==> src/rtl/fpu_result_fifo.sv <==
// rtl/fpu_result_fifo.sv - result/exception-flag buffer between the FP pipeline and writeback
//
// Holds completed FP results and their IEEE exception flags in a small FIFO.
// It hands them to the writeback consumer over a valid/ready handshake. It also
// keeps a sticky OR of the flags of every accepted result.
//
// Ports:
//   clk           rising-edge clock
//   reset         asynchronous active-low reset
//   flush         synchronous flush; drops all buffered entries, blocks writes
//   in_valid      producer has a result this cycle
//   in_result     result data (WIDTH)
//   in_flags      exception flags for the result (FLAGW, bit 4 = NV)
//   in_ready      buffer can accept (not full, no flush, not in reset)
//   out_valid     head entry is available
//   out_result    head entry data
//   out_flags     head entry flags
//   out_ready     consumer takes the head entry
//   count         occupied entries, 0..DEPTH
//   sticky_flags  OR of flags of all accepted writes since the last clear
//   clr_sticky    synchronous clear of sticky_flags

module fpu_result_fifo #(
    parameter int WIDTH = 32,
    parameter int DEPTH = 4,
    parameter int FLAGW = 5
) (
    input  logic                     clk,
    input  logic                     reset,
    input  logic                     flush,
    input  logic                     in_valid,
    input  logic [WIDTH-1:0]         in_result,
    input  logic [FLAGW-1:0]         in_flags,
    output logic                     in_ready,
    output logic                     out_valid,
    output logic [WIDTH-1:0]         out_result,
    output logic [FLAGW-1:0]         out_flags,
    input  logic                     out_ready,
    output logic [$clog2(DEPTH):0]   count,
    output logic [FLAGW-1:0]         sticky_flags,
    input  logic                     clr_sticky
);

    localparam int AW = $clog2(DEPTH);
    localparam int PW = AW + 1;

    // Pointers carry one extra MSB so that full and empty are distinguishable
    // without a separate occupancy counter.
    logic [PW-1:0]    wr_ptr;
    logic [PW-1:0]    rd_ptr;

    logic [WIDTH-1:0] mem_result [DEPTH];
    logic [FLAGW-1:0] mem_flags  [DEPTH];

    logic             empty;
    logic             full;
    logic             wr_en;
    logic             rd_en;

    assign empty = (wr_ptr == rd_ptr);
    assign full  = (wr_ptr[AW-1:0] == rd_ptr[AW-1:0]) && (wr_ptr[AW] != rd_ptr[AW]);

    // in_ready is held low while reset is asserted, even though the pointers
    // already read as empty, so the producer never sees a ready during reset.
    // A full FIFO does not accept in the same cycle as a read: there is no
    // pass-through, and the freed slot shows up as in_ready one cycle later.
    assign in_ready  = reset && !full && !flush;
    assign out_valid = !empty;

    assign wr_en = in_valid && in_ready;
    assign rd_en = out_valid && out_ready;

    assign count = wr_ptr - rd_ptr;

    // Head entry is read straight out of storage; the storage is reset so
    // the outputs are 0 right after reset.
    assign out_result = mem_result[rd_ptr[AW-1:0]];
    assign out_flags  = mem_flags[rd_ptr[AW-1:0]];

    always_ff @(posedge clk or negedge reset) begin
        if (!reset) begin
            wr_ptr <= '0;
            rd_ptr <= '0;
        end else if (flush) begin
            // A read handshake in the flush cycle is swallowed by the flush.
            wr_ptr <= '0;
            rd_ptr <= '0;
        end else begin
            if (wr_en) begin
                wr_ptr <= wr_ptr + PW'(1);
            end
            if (rd_en) begin
                rd_ptr <= rd_ptr + PW'(1);
            end
        end
    end

    always_ff @(posedge clk or negedge reset) begin
        if (!reset) begin
            for (int i = 0; i < DEPTH; i++) begin
                mem_result[i] <= '0;
                mem_flags[i]  <= '0;
            end
        end else if (wr_en) begin
            mem_result[wr_ptr[AW-1:0]] <= in_result;
            mem_flags[wr_ptr[AW-1:0]]  <= in_flags;
        end
    end

    // clr_sticky wipes the accumulated value first, so a clear coinciding
    // with a write leaves exactly that write's flags. Flush does not touch it.
    always_ff @(posedge clk or negedge reset) begin
        if (!reset) begin
            sticky_flags <= '0;
        end else begin
            sticky_flags <= (clr_sticky ? '0 : sticky_flags) | (wr_en ? in_flags : '0);
        end
    end

endmodule
==> config.mk <==
export PLATFORM = sky130hd
export DESIGN_NAME = fpu_result_fifo
export DESIGN_NICKNAME = d
export VERILOG_FILES = /design/src/rtl/fpu_result_fifo.sv
export SDC_FILE = /design/constraint.sdc
export NUM_CORES = 1
export LEC_CHECK = 0
export BUFFER_PORTS_ARGS = -buffer_cell sky130_fd_sc_hd__buf_2
export CELL_PAD_IN_SITES_DETAIL_PLACEMENT = 0
export CELL_PAD_IN_SITES_GLOBAL_PLACEMENT = 1
export CORE_MARGIN = 3
export CORE_UTILIZATION = 45
export DETAILED_ROUTE_END_ITERATION = 7
export PLACE_DENSITY_LB_ADDON = 0.1
export RECOVER_POWER = 25
export SKIP_CTS_REPAIR_TIMING = 1
export SYNTH_ARGS = -nofsm -noshare
export SYNTH_HDL_FRONTEND = slang
export SYNTH_SLANG_ARGS = --single-unit
==> constraint.sdc <==
create_clock -name clk -period 4 [get_ports clk]
set_input_delay 0 -clock clk [delete_from_list [all_inputs] [get_ports clk]]
set_output_delay 0 -clock clk [all_outputs]
set_load 0.02 [all_outputs]
* Word-level counts from Yosys, hierarchy flattened
Cells that the tools add are included.
** Word-level totals
- Bits in registers :: 159
- Logic and storage cells :: 52
- Output and inout bits :: 47
** Operators by class
- Add/sub/neg operators :: 3
- Magnitude comparators :: 3
- Bitwise logic cells :: 3
- Reductions and logical operators :: 11
- Muxes and demuxes :: 18
- Eq/ne operators :: 3
** Operator list (number)
- bitwise mux 128 bit :: 1
- two-way mux 32 bit :: 3
- binary-select mux 32 bit (select 2 bit) :: 1
- demux 32 bit (select 2 bit) :: 1
- two-way mux 5 bit :: 5
- bitwise mux 20 bit :: 1
- two-way mux 3 bit :: 4
- binary-select mux 5 bit (select 2 bit) :: 1
- demux 5 bit (select 2 bit) :: 1
- adder 3 x 1 -> 3 bit (second input constant) :: 2
- greater-or-equal comparator 3 bit (second input constant) :: 2
- logical AND 1 bit :: 6
- inverter 2 -> 3 bit :: 2
- bitwise OR 5 bit :: 1
- nonzero test 2 bit :: 2
- == test 3 bit :: 1
- logical NOT 1 bit :: 3
- < comparator 3 x 1 -> 1 bit (second input constant) :: 1
- subtractor 3 bit :: 1
- == test 2 bit :: 1
- != test 1 bit :: 1

* Longest topological paths before layout
Gate-level depths: netlist (run 1).
- Word-level depth :: 8
- Depth in mapped cells :: 10
- Gate-level depth less buffers :: 5

* Least setup slack after synthesis (run 1)
Ideal clock, no wire load.
- Path type :: flip-flop to flip-flop
- From :: register rd_ptr[1]
- To :: register mem_result[33] in the netlist's numbering
- Path slack :: 0.885 ns
- Data arrival time :: 2.990 ns
- Cell stages (with the launch flop) :: 10
- Period minus slack after synthesis :: 3.115 ns
- Cells stage by stage :: dfrtp_1 > clkbuf_1 > buf_1 > inv_1 > ha_1 > and2_1 > buf_2 > a2111oi_4 > buf_6 > mux2_2
** Between the ends
- Word-level cells in the longest chain between the ends :: 6
** RTL lines
- from (decl) :: RTL line 50 : logic [PW-1:0] rd_ptr;
- from (signal assigned) :: RTL line 93 : rd_ptr <= rd_ptr + PW'(1);
- == test 2 bit :: RTL line 61 : assign full = (wr_ptr[AW-1:0] == rd_ptr[AW-1:0]) && (wr_ptr[AW] != rd_ptr[AW]);
- logical AND 1 bit :: RTL line 61
- logical NOT 1 bit :: RTL line 67 : assign in_ready = reset && !full && !flush;
- logical AND 1 bit (2 in a row) :: RTL line 67
- logical AND 1 bit :: RTL line 70 : assign wr_en = in_valid && in_ready;
- to (signal, indexed assignment) :: RTL line 105 : mem_result[wr_ptr[AW-1:0]] <= in_result;
- to (decl) :: RTL line 52 : logic [WIDTH-1:0] mem_result [DEPTH];
No other way between the ends.
A chain may end at the register's enable or synchronous reset.

* Worst setup path after layout (run 1)
- From :: register wr_ptr[0]
- To :: register mem_result[10] in the netlist's numbering
** Between the ends
- Word-level cells in the longest chain between the ends :: 6
- Elaborated cells on any way between the ends :: 13
- Those cells by class :: order compare (2); eq/ne (1); mux (3); bitwise (1); reduce/logical (6)
** RTL lines
- from (decl) :: RTL line 49 : logic [PW-1:0] wr_ptr;
- from (signal assigned) :: RTL line 90 : wr_ptr <= wr_ptr + PW'(1);
- inverter 2 -> 3 bit (not written as such) or == test 2 bit (tied branches) :: RTL line 105, 61
- greater-or-equal comparator 3 bit (not written as such), or another cell as far along :: RTL line 105
- logical AND 1 bit (not written as such) or logical NOT 1 bit (tied branches) :: RTL line 105, 67
- two-way mux 32 bit (not written as such) or logical AND 1 bit (tied branches) :: RTL line 105, 67
- demux 32 bit (select 2 bit) or logical AND 1 bit (tied branches) :: RTL line 105, 67
- bitwise mux 128 bit or logical AND 1 bit (tied branches) :: RTL line 105, 70
Parallel ways exist; a longest one is shown, timed or not.

==> flow_summary.json, run 1 <==
{
  "status": "finished, violations left",
  "violations": "hold timing, capacitance limit, slew limit",
  "grt_overflow": 0,
  "dieArea_um2": 17400,
  "synth_warnings": 0,
  "cp-start-kind": "register",
  "io_buffers": 89,
  "synthTopCellsByArea": "dfrtp_1, mux2_2, mux4_2, mux2_1, ha_1",
  "grt_max_degree": 72,
  "vias": 4132,
  "place_hpwl_um": 8740,
  "max_slew.worst_pin.slew_ps": 1520,
  "synth_top_area_share_pct": 55.8,
  "antenna_found_initial": 0,
  "worstHoldPathType": "in -> reg",
  "rsz0062_at_grt": "false",
  "rows": 45,
  "wl_per_cell_um": 18.3,
  "postSynthAreaPerCell_um2": 16.7,
  "leakage_uw": 0.00397,
  "synthesis.instances": 426,
  "start_util_pct": 46.4,
  "clk_latency_ps": 420,
  "first_global_vias": 4379,
  "htreeDepth": 4,
  "clk_path_buf_depth": 2,
  "critPathMaxFanout": 38,
  "fmax_mhz": 372,
  "fin_setup_tns_ps": 0,
  "area_delta_synth_final_pct": 22.6,
  "cp.required_ps": 4290,
  "maxSlewHeadroom_pct": -1.38,
  "setup_slack_ps": 1310,
  "power.internal_uw": 3610,
  "arrival_ps": 2980,
  "root_buffer": "clkbuf_16",
  "cts-buffers-inserted": 17,
  "synth_cell_type_count": 30,
  "drtIter0Drc": 117,
  "holdWs_ps": -4.69,
  "coreArea_um2": 15400,
  "drv_cap": 1,
  "dr.pass1.iters": 4,
  "wl_um": 14400,
  "rrSetupSlack_ps": 1310,
  "p_per_area_nw_per_um2": 578,
  "critPathCaptureType": "register",
  "synthesis.nets": 477,
  "clkPwrFrac_pct": 30.3,
  "cts.sinks": 159,
  "min_period_ps": 2690,
  "dpl_worst_slack_ps": 1320,
  "ys_seq_area_share_pct": 55.8,
  "finalCritPeriodShare_pct": 67.2,
  "ff_latch_area_um2": 3980,
  "fin_total_pwr_uw": 5050,
  "finalSetupViolCount": 0,
  "drc": 0,
  "diodes": 0,
  "cts_tree": "done",
  "synth_area_leader_cell": "dfrtp_1",
  "syn-cell-area_um2": 7130,
  "switching_share_pct": 28.5,
  "routabilityCongestion": 0.728,
  "pwr-share-comb_pct": 27.4,
  "n_fill_cell": 1289,
  "crit_type": "reg -> reg",
  "synth_seq_cells": 159,
  "drive_gt1_share_pct": 52.6,
  "vias_per_cell": 5.28,
  "fin_worst_skew_ps": 9.59,
  "fp.dieW_um": 132,
  "antenna_left": 0,
  "hold_viol": 2,
  "cts.clk_slew.worst_paths_ps": 60,
  "final_nets": 613,
  "grt_pass1_wl_um": 23400,
  "power_switching_uw": 1440,
  "multi_input_area_um2": 2950,
  "drv_slew": 65,
  "max-vdd-ir-drop_mv": 0.359,
  "die_y_um": 132,
  "p_seq_share_pct": 42.3,
  "track_usage_pct": 17.3,
  "io_pins": 90
}
[logic make-up after synthesis]
logic type / count (synthesis) / synth area share [%]
mux: 189 / 35.7
flops: 159 / 55.8
buf+inv: 37 / 3.00
compound gates: 17 / 2.86
simple gates: 14 / 0.878
fa+ha+maj: 8 / 1.51
xor+xnor: 2 / 0.246
[sequential cells by signal (all words and copies together) (netlist names)]
register      count
mem_flags        20
mem_result      128
wr_ptr            3
rd_ptr            3
sticky_flags      5
[critical path: stages, from the launching register on]
cell	delay (ps)
dfrtp_1	390
inv_1	110
ha_1	330
and2_1	320
a2111oi_4	410
buf_4	590
mux2_2	410
[power by group through the flow]
stage	Combinational, µW	Sequential [µW]	Clock, µW
2_1_floorplan	1010	2100	0
3_3_place_gp	1350	2140	0
6_report	1390	2140	1530
4_1_cts	1380	2140	1580
3_5_place_dp	1380	2160	0
5_1_grt	1500	2180	1650
[per-stage QoR]
| step | std cells | cell area, µm² | util, % | hold WS, ps |
|---|---|---|---|---|
| floorplan | 426 | 7130 | - | -296 |
| global placement | 712 | 7770 | 50.6 | -116 |
| detailed placement | 712 | 7770 | 50.6 | -112 |
| CTS | 741 | 8330 | 54.2 | -567 |
| global route | 783 | 8740 | 56.8 | 0.163 |
| finish | 783 | 8740 | 56.8 | -4.69 |
[cell type report]
| type | instances | area share (%) |
|---|---|---|
| clock buffers | 23 | 5.36 |
| inverters | 12 | 0.516 |
| repair buffers | 142 | 10.8 |
| well taps | 211 | 3.02 |
| multi-input cells | 230 | 33.7 |
| flip-flops and latches | 159 | 45.6 |
| clock inverters | 6 | 0.988 |
[metal layers]
layer  vias up  GRT usage (%)  wire length [µm]
met1      2177           23.0              6490
met2        76           28.0              7120
met4         0           5.78               231
li1       1857              -                 -
met5         -              0                 0
met3        22           4.66               527
[synth_stat cells, drive strengths merged]
| cell type | count |
|---|---|
| a2111oi | 4 |
| a211o | 1 |
| a211oi | 1 |
| a21oi | 1 |
| a22o | 5 |
| and2 | 1 |
| and3 | 1 |
| buf | 20 |
| clkbuf | 5 |
| dfrtp | 159 |
| fa | 1 |
| ha | 7 |
| inv | 12 |
| mux2 | 150 |
| mux2i | 2 |
| mux4 | 37 |
| nand2 | 6 |
| nand2b | 1 |
| nor2 | 4 |
| nor2b | 1 |
| o2111ai | 2 |
| o21a | 1 |
| o311ai | 1 |
| o31ai | 1 |
| xor2 | 2 |
[worst paths after layout]
path,endpoint,startpoint,depth (start not counted)
max,mem_result[10],wr_ptr[0],6
min,sticky_flags[0],clr_sticky,3
max reg2reg,mem_result[10],wr_ptr[0],6
min reg2reg,mem_result[68],mem_result[68],1
max in group asynchronous,mem_result[20],reset,3
min in group asynchronous,mem_result[34],reset,2
[layout by cell type, fill, tap and decap left out, types with 2 or more instances in the layout]
cell	count
dfrtp_1	157
mux2_2	138
buf_2	83
dlygate4sd3_1	42
mux4_2	37
clkbuf_16	17
inv_1	12
mux2_1	12
buf_4	10
clkbuf_1	9
ha_1	7
nand2_1	6
a22o_1	5
a2111oi_4	4
nor2_1	4
xor2_1	2
mux2i_1	2
o2111ai_1	2
clkinv_2	2
bufinv_16	2
clkbuf_8	2
dfrtp_2	2
(Power assumes the default switching activity.)
==> run 2, diff against run 1 <==
==> constraint.sdc (replaced) <==
create_clock -name clk -period 2.55 [get_ports clk]
set_input_delay 0 -clock clk [delete_from_list [all_inputs] [get_ports clk]]
set_output_delay 0 -clock clk [all_outputs]
set_load 0.02 [all_outputs]
==> flow_summary.json, run 2 (same netlist as run 1, synthesis figures left out) <==
{
  "vias": 4107,
  "place_hpwl_um": 8980,
  "diodes": 0,
  "grt_overflow": 0,
  "fin_setup_tns_ps": 0,
  "crit_chain": "inv_1 -> ha_1 -> and2_1 -> a2111oi_4 -> buf_12 -> mux2_2",
  "fmax_mhz": 419,
  "clk_path_buf_depth": 2,
  "fin_util_pct": 57.4,
  "vias_per_cell": 5.23,
  "rsz0062_at_grt": "false",
  "dieArea_um2": 17400,
  "fin_worst_skew_ps": 11.8,
  "fp.dieW_um": 132,
  "wl_per_cell_um": 18.6,
  "cts.sinks": 159,
  "maxSlewHeadroom_pct": 37.9,
  "first_global_vias": 4475,
  "routabilityCongestion": 0.753,
  "cts_tree": "done",
  "final_nets": 614,
  "rows": 45,
  "drc": 0,
  "p_per_area_nw_per_um2": 909,
  "mostFrequentLayoutCell": "dfrtp_1",
  "finalSetupViolCount": 0,
  "crit_type": "reg -> reg",
  "crit_family": "compound AO/OA/AOI/OAI gates",
  "critPathMaxFanout": 38,
  "coreArea_um2": 15400,
  "hold_viol": 0,
  "die_y_um": 132,
  "n_fill_cell": 1259,
  "start_util_pct": 46.4,
  "drtIter0Drc": 138,
  "top_regs": "mem_result (128), mem_flags (20), sticky_flags (5)",
  "worstHoldPathType": "in -> reg",
  "cp.required_ps": 2850,
  "drive_gt1_share_pct": 53.9,
  "top_register": "mem_result",
  "cp-start-kind": "register",
  "critPathCaptureType": "register",
  "layout_common_cells": "dfrtp_1, mux2_2, buf_2, dlygate4sd3_1, mux4_2",
  "arrival_ps": 2690,
  "io_buffers": 89,
  "leakage_uw": 0.00399,
  "finalCritPeriodShare_pct": 93.6,
  "grt_pass1_wl_um": 23900,
  "io_pins": 90,
  "area_delta_synth_final_pct": 23.8,
  "grt_max_degree": 65,
  "root_buffer": "clkbuf_16",
  "htreeDepth": 4,
  "dr.pass1.iters": 4,
  "max_slew.worst_pin.slew_ps": 931,
  "wl_um": 14700,
  "track_usage_pct": 17.6,
  "cts.clk_slew.worst_paths_ps": 60,
  "max-vdd-ir-drop_mv": 0.488,
  "cp_slowest_cell": "a2111oi_4",
  "largest_register_ffs": 128,
  "cts-buffers-inserted": 17,
  "drv_cap": 0,
  "slowest_delay_ps": 450,
  "antenna_found_initial": 0,
  "status": "complete, no violations",
  "clk_latency_ps": 420,
  "drv_slew": 0,
  "cp_num_buf_inv": 2,
  "min_period_ps": 2390,
  "antenna_left": 0
}
[run 2: cell count changes in the layout (fill, tap and decap cells not counted), sizes merged]
cell	previous run	this run
buf	94	96
clkinv	3	5
clkinvlp	1	2
dlygate4sd3	42	40
[run 2: power by group]
group / total [µW] / switching [µW] / internal, µW
Combinational: 2200 / 1070 / 1130
Clock: 2470 / 980 / 1490
Sequential: 3350 / 266 / 3080
Total: 8020 / 2320 / 5700
[run 2: metrics by stage]
stage | std cells | instance area [µm²] | hold WS [ps] | power [µW] | setup slack, ps
final | 786 | 8820 | 59.7 | 8020 | 163
after global routing | 786 | 8820 | 88.9 | 8450 | 28.7
after CTS | 746 | 8440 | -329 | 8090 | 137
after detailed placement | 715 | 7860 | 125 | 5600 | 152
after global placement | 715 | 7860 | 123 | 5510 | 219
after floorplan | 426 | 7180 | -296 | 4920 | 29.1
[run 2: worst paths after layout]
path | slack, ps | start | cells past startpoint | to
max in group asynchronous | 720 | reset | 4 | mem_result[104]
setup / recovery | 160 | wr_ptr[0] | 6 | mem_result[17]
min in group asynchronous | 540 | reset | 3 | rd_ptr[2]
setup reg to reg | 160 | wr_ptr[0] | 6 | mem_result[17]
hold / removal | 60 | flush | 2 | rd_ptr[1]
hold reg to reg | 490 | mem_result[68] | 1 | mem_result[68]
[run 2: per-layer routing]
layer	up-vias	track usage (%)	share of wire, %
li1	1856	-	-
met1	2158	23.2	46
met2	76	28.5	49
met3	17	5.04	3.7
met4	0	5.31	1.3
met5	-	0	0
[run 2: worst register-to-register path: cells and delay by family (launching register included)]
kind                       cells  cell delay [ps]
adders and majority gates      1              330
buffers and inverters          2              400
DFF                            1              390
and+or+nand+nor                1              300
AOI/OAI and AO/OA              1              450
muxes                          1              390
[run 2: layout make-up]
class,count,area [µm²],share of cell area (%)
clock inverters,9,111,1.26
clock buffers,22,464,5.26
inverters,12,45.0,0.510
repair buffers,143,991,11.2
flip-flops and latches,159,3980,45.1
well taps,211,264,2.99
multi-input cells,230,2970,33.6
==> run 3, diff against run 2 <==
--- a/config.mk
+++ b/config.mk
@@ -9,7 +9,7 @@
 export CELL_PAD_IN_SITES_DETAIL_PLACEMENT = 0
 export CELL_PAD_IN_SITES_GLOBAL_PLACEMENT = 1
 export CORE_MARGIN = 3
-export CORE_UTILIZATION = 45
+export CORE_UTILIZATION = 35
 export DETAILED_ROUTE_END_ITERATION = 7
 export PLACE_DENSITY_LB_ADDON = 0.1
 export RECOVER_POWER = 25
==> constraint.sdc (replaced) <==
create_clock -name clk -period 2.55 [get_ports clk]
set_input_delay 0.51 -clock clk [delete_from_list [all_inputs] [get_ports clk]]
set_output_delay 0.51 -clock clk [all_outputs]
set_load 0.02 [all_outputs]
==> flow_summary.json, run 3 (same netlist as run 1, synthesis figures left out) <==
{
  "place_hpwl_um": 9320,
  "maxSlewHeadroom_pct": 41.7,
  "arrival_ps": 1940,
  "min_period_ps": 2450,
  "gr-usage-met3_pct": 3.63,
  "cp.required_ps": 2040,
  "vias": 4022,
  "coreArea_um2": 19700,
  "cp_slowest_cell": "fa_1",
  "grt_pass1_wl_um": 24900,
  "leakage_uw": 0.00390,
  "largest_register_ffs": 128,
  "root_buffer": "clkbuf_16",
  "clk_latency_ps": 430,
  "grt_overflow": 0,
  "status": "complete, no violations",
  "dp_cells": 768,
  "first_global_vias": 4442,
  "grt_busiest_layer": "met2",
  "worstHoldPathType": "in -> reg",
  "grt_use_met2_pct": 24.2,
  "fmax_mhz": 408,
  "dr.pass1.iters": 4,
  "p_per_area_nw_per_um2": 945,
  "grt_max_degree": 160,
  "final_nets": 578,
  "met1_usage_pct": 19.8,
  "fp.dieW_um": 149,
  "mostFrequentLayoutCell": "dfrtp_1",
  "antenna_found_initial": 0,
  "cts-buffers-inserted": 17,
  "htreeDepth": 4,
  "top_regs": "mem_result (128), mem_flags (20), sticky_flags (5)",
  "top_register": "mem_result",
  "critPathMaxFanout": 39,
  "wl_um": 15700,
  "layoutNonFillerInstCount": 805,
  "wl_per_cell_um": 19.4,
  "cts.clk_slew.worst_paths_ps": 70,
  "area_delta_synth_final_pct": 20.8,
  "routabilityCongestion": 0.722,
  "antenna_left": 0,
  "finalCritPeriodShare_pct": 96.1,
  "layout_common_cells": "dfrtp_1, mux2_2, buf_2, mux4_2, clkbuf_16",
  "max-vdd-ir-drop_mv": 0.409,
  "drv_cap": 0,
  "crit_chain": "buf_6 -> fa_1 -> inv_1 -> buf_2",
  "rsz0062_at_grt": "true",
  "drtIter0Drc": 181,
  "cts.sinks": 159,
  "dieArea_um2": 22100,
  "slowest_delay_ps": 510,
  "drc": 0,
  "critPathCaptureType": "output port",
  "max_slew.worst_pin.slew_ps": 875,
  "io_buffers": 89,
  "diodes": 0,
  "track_usage_pct": 14.9,
  "vias_per_cell": 5.00,
  "fin_total_pwr_uw": 8130,
  "drive_gt1_share_pct": 60.2,
  "drv_slew": 0,
  "hold_viol": 0,
  "fin_worst_skew_ps": 18.4,
  "start_util_pct": 36.1,
  "rows": 51,
  "cp-start-kind": "register",
  "cts_tree": "done",
  "io_pins": 90,
  "crit_type": "reg -> out",
  "die_y_um": 149,
  "clk_path_buf_depth": 2,
  "finalSetupViolCount": 0
}
run 3: cell count changes in the layout (fill, tap and decap cells not counted), moves of 3 or more:
cell	previous run	this run
inv_6	0	5
inv_8	0	3
clkbuf_1	9	1
buf_2	83	88
dlygate4sd3_1	40	0
run 3: routing by layer:
metal  vias to the layer above  routed length (µm)
met5                         -                   0
met4                         0                 135
met3                         8                 503
met2                        66                7720
met1                      2162                7300
li1                       1786                   -
run 3: per-stage QoR:
step | util [%] | setup WS [ps] | cell area [µm²] | hold slack, ps | setup TNS [ps]
5_1_grt | 43.7 | -15.6 | 8610 | 331 | -15.6
3_3_place_gp | 40.3 | 167 | 7950 | 462 | 0
3_5_place_dp | 40.3 | 107 | 7950 | 474 | 0
6_report | 43.7 | 99.6 | 8610 | 342 | 0
2_1_floorplan | - | 29.1 | 7180 | 214 | 0
4_1_cts | 43.3 | -249 | 8540 | 316 | -552
run 3: where the power goes:
| part | internal [µW] | leakage [µW] | switching, µW |
|---|---|---|---|
| registers | 3080 | 0.00205 | 270 |
| logic | 1170 | 0.00156 | 1100 |
| clock network | 1410 | 0.000288 | 1110 |
| total | 5660 | 0.00390 | 2470 |
run 3: path summary, 6_finish.rpt:
kind | from | end | slack (ps) | cells past startpoint
min in group asynchronous | reset | rd_ptr[1] | 550 | 2
worst min register to register | mem_result[68] | mem_result[68] | 480 | 1
max in group asynchronous | reset | mem_result[54] | 1340 | 2
worst max-delay path | rd_ptr[1] | count[1] | 100 | 4
worst max register to register | wr_ptr[0] | mem_flags[1] | 200 | 7
worst min-delay path | in_result[0] | mem_result[64] | 340 | 2
run 3: final cells by class:
type / instances / area (µm²)
multi-input cells: 230 / 2980
fillers: 1758 / 11100
well taps: 265 / 332
flip-flops and latches: 159 / 3980
repair buffers: 107 / 683
clock buffers: 18 / 439
inverters: 12 / 45.0
clock inverters: 14 / 146
run 3: critical path: cells and delay by family, from the launching register on:
| kind | cells | cell delay, ps |
|---|---|---|
| adders and majority gates | 1 | 510 |
| buffers and inverters | 3 | 640 |
| DFF | 1 | 370 |
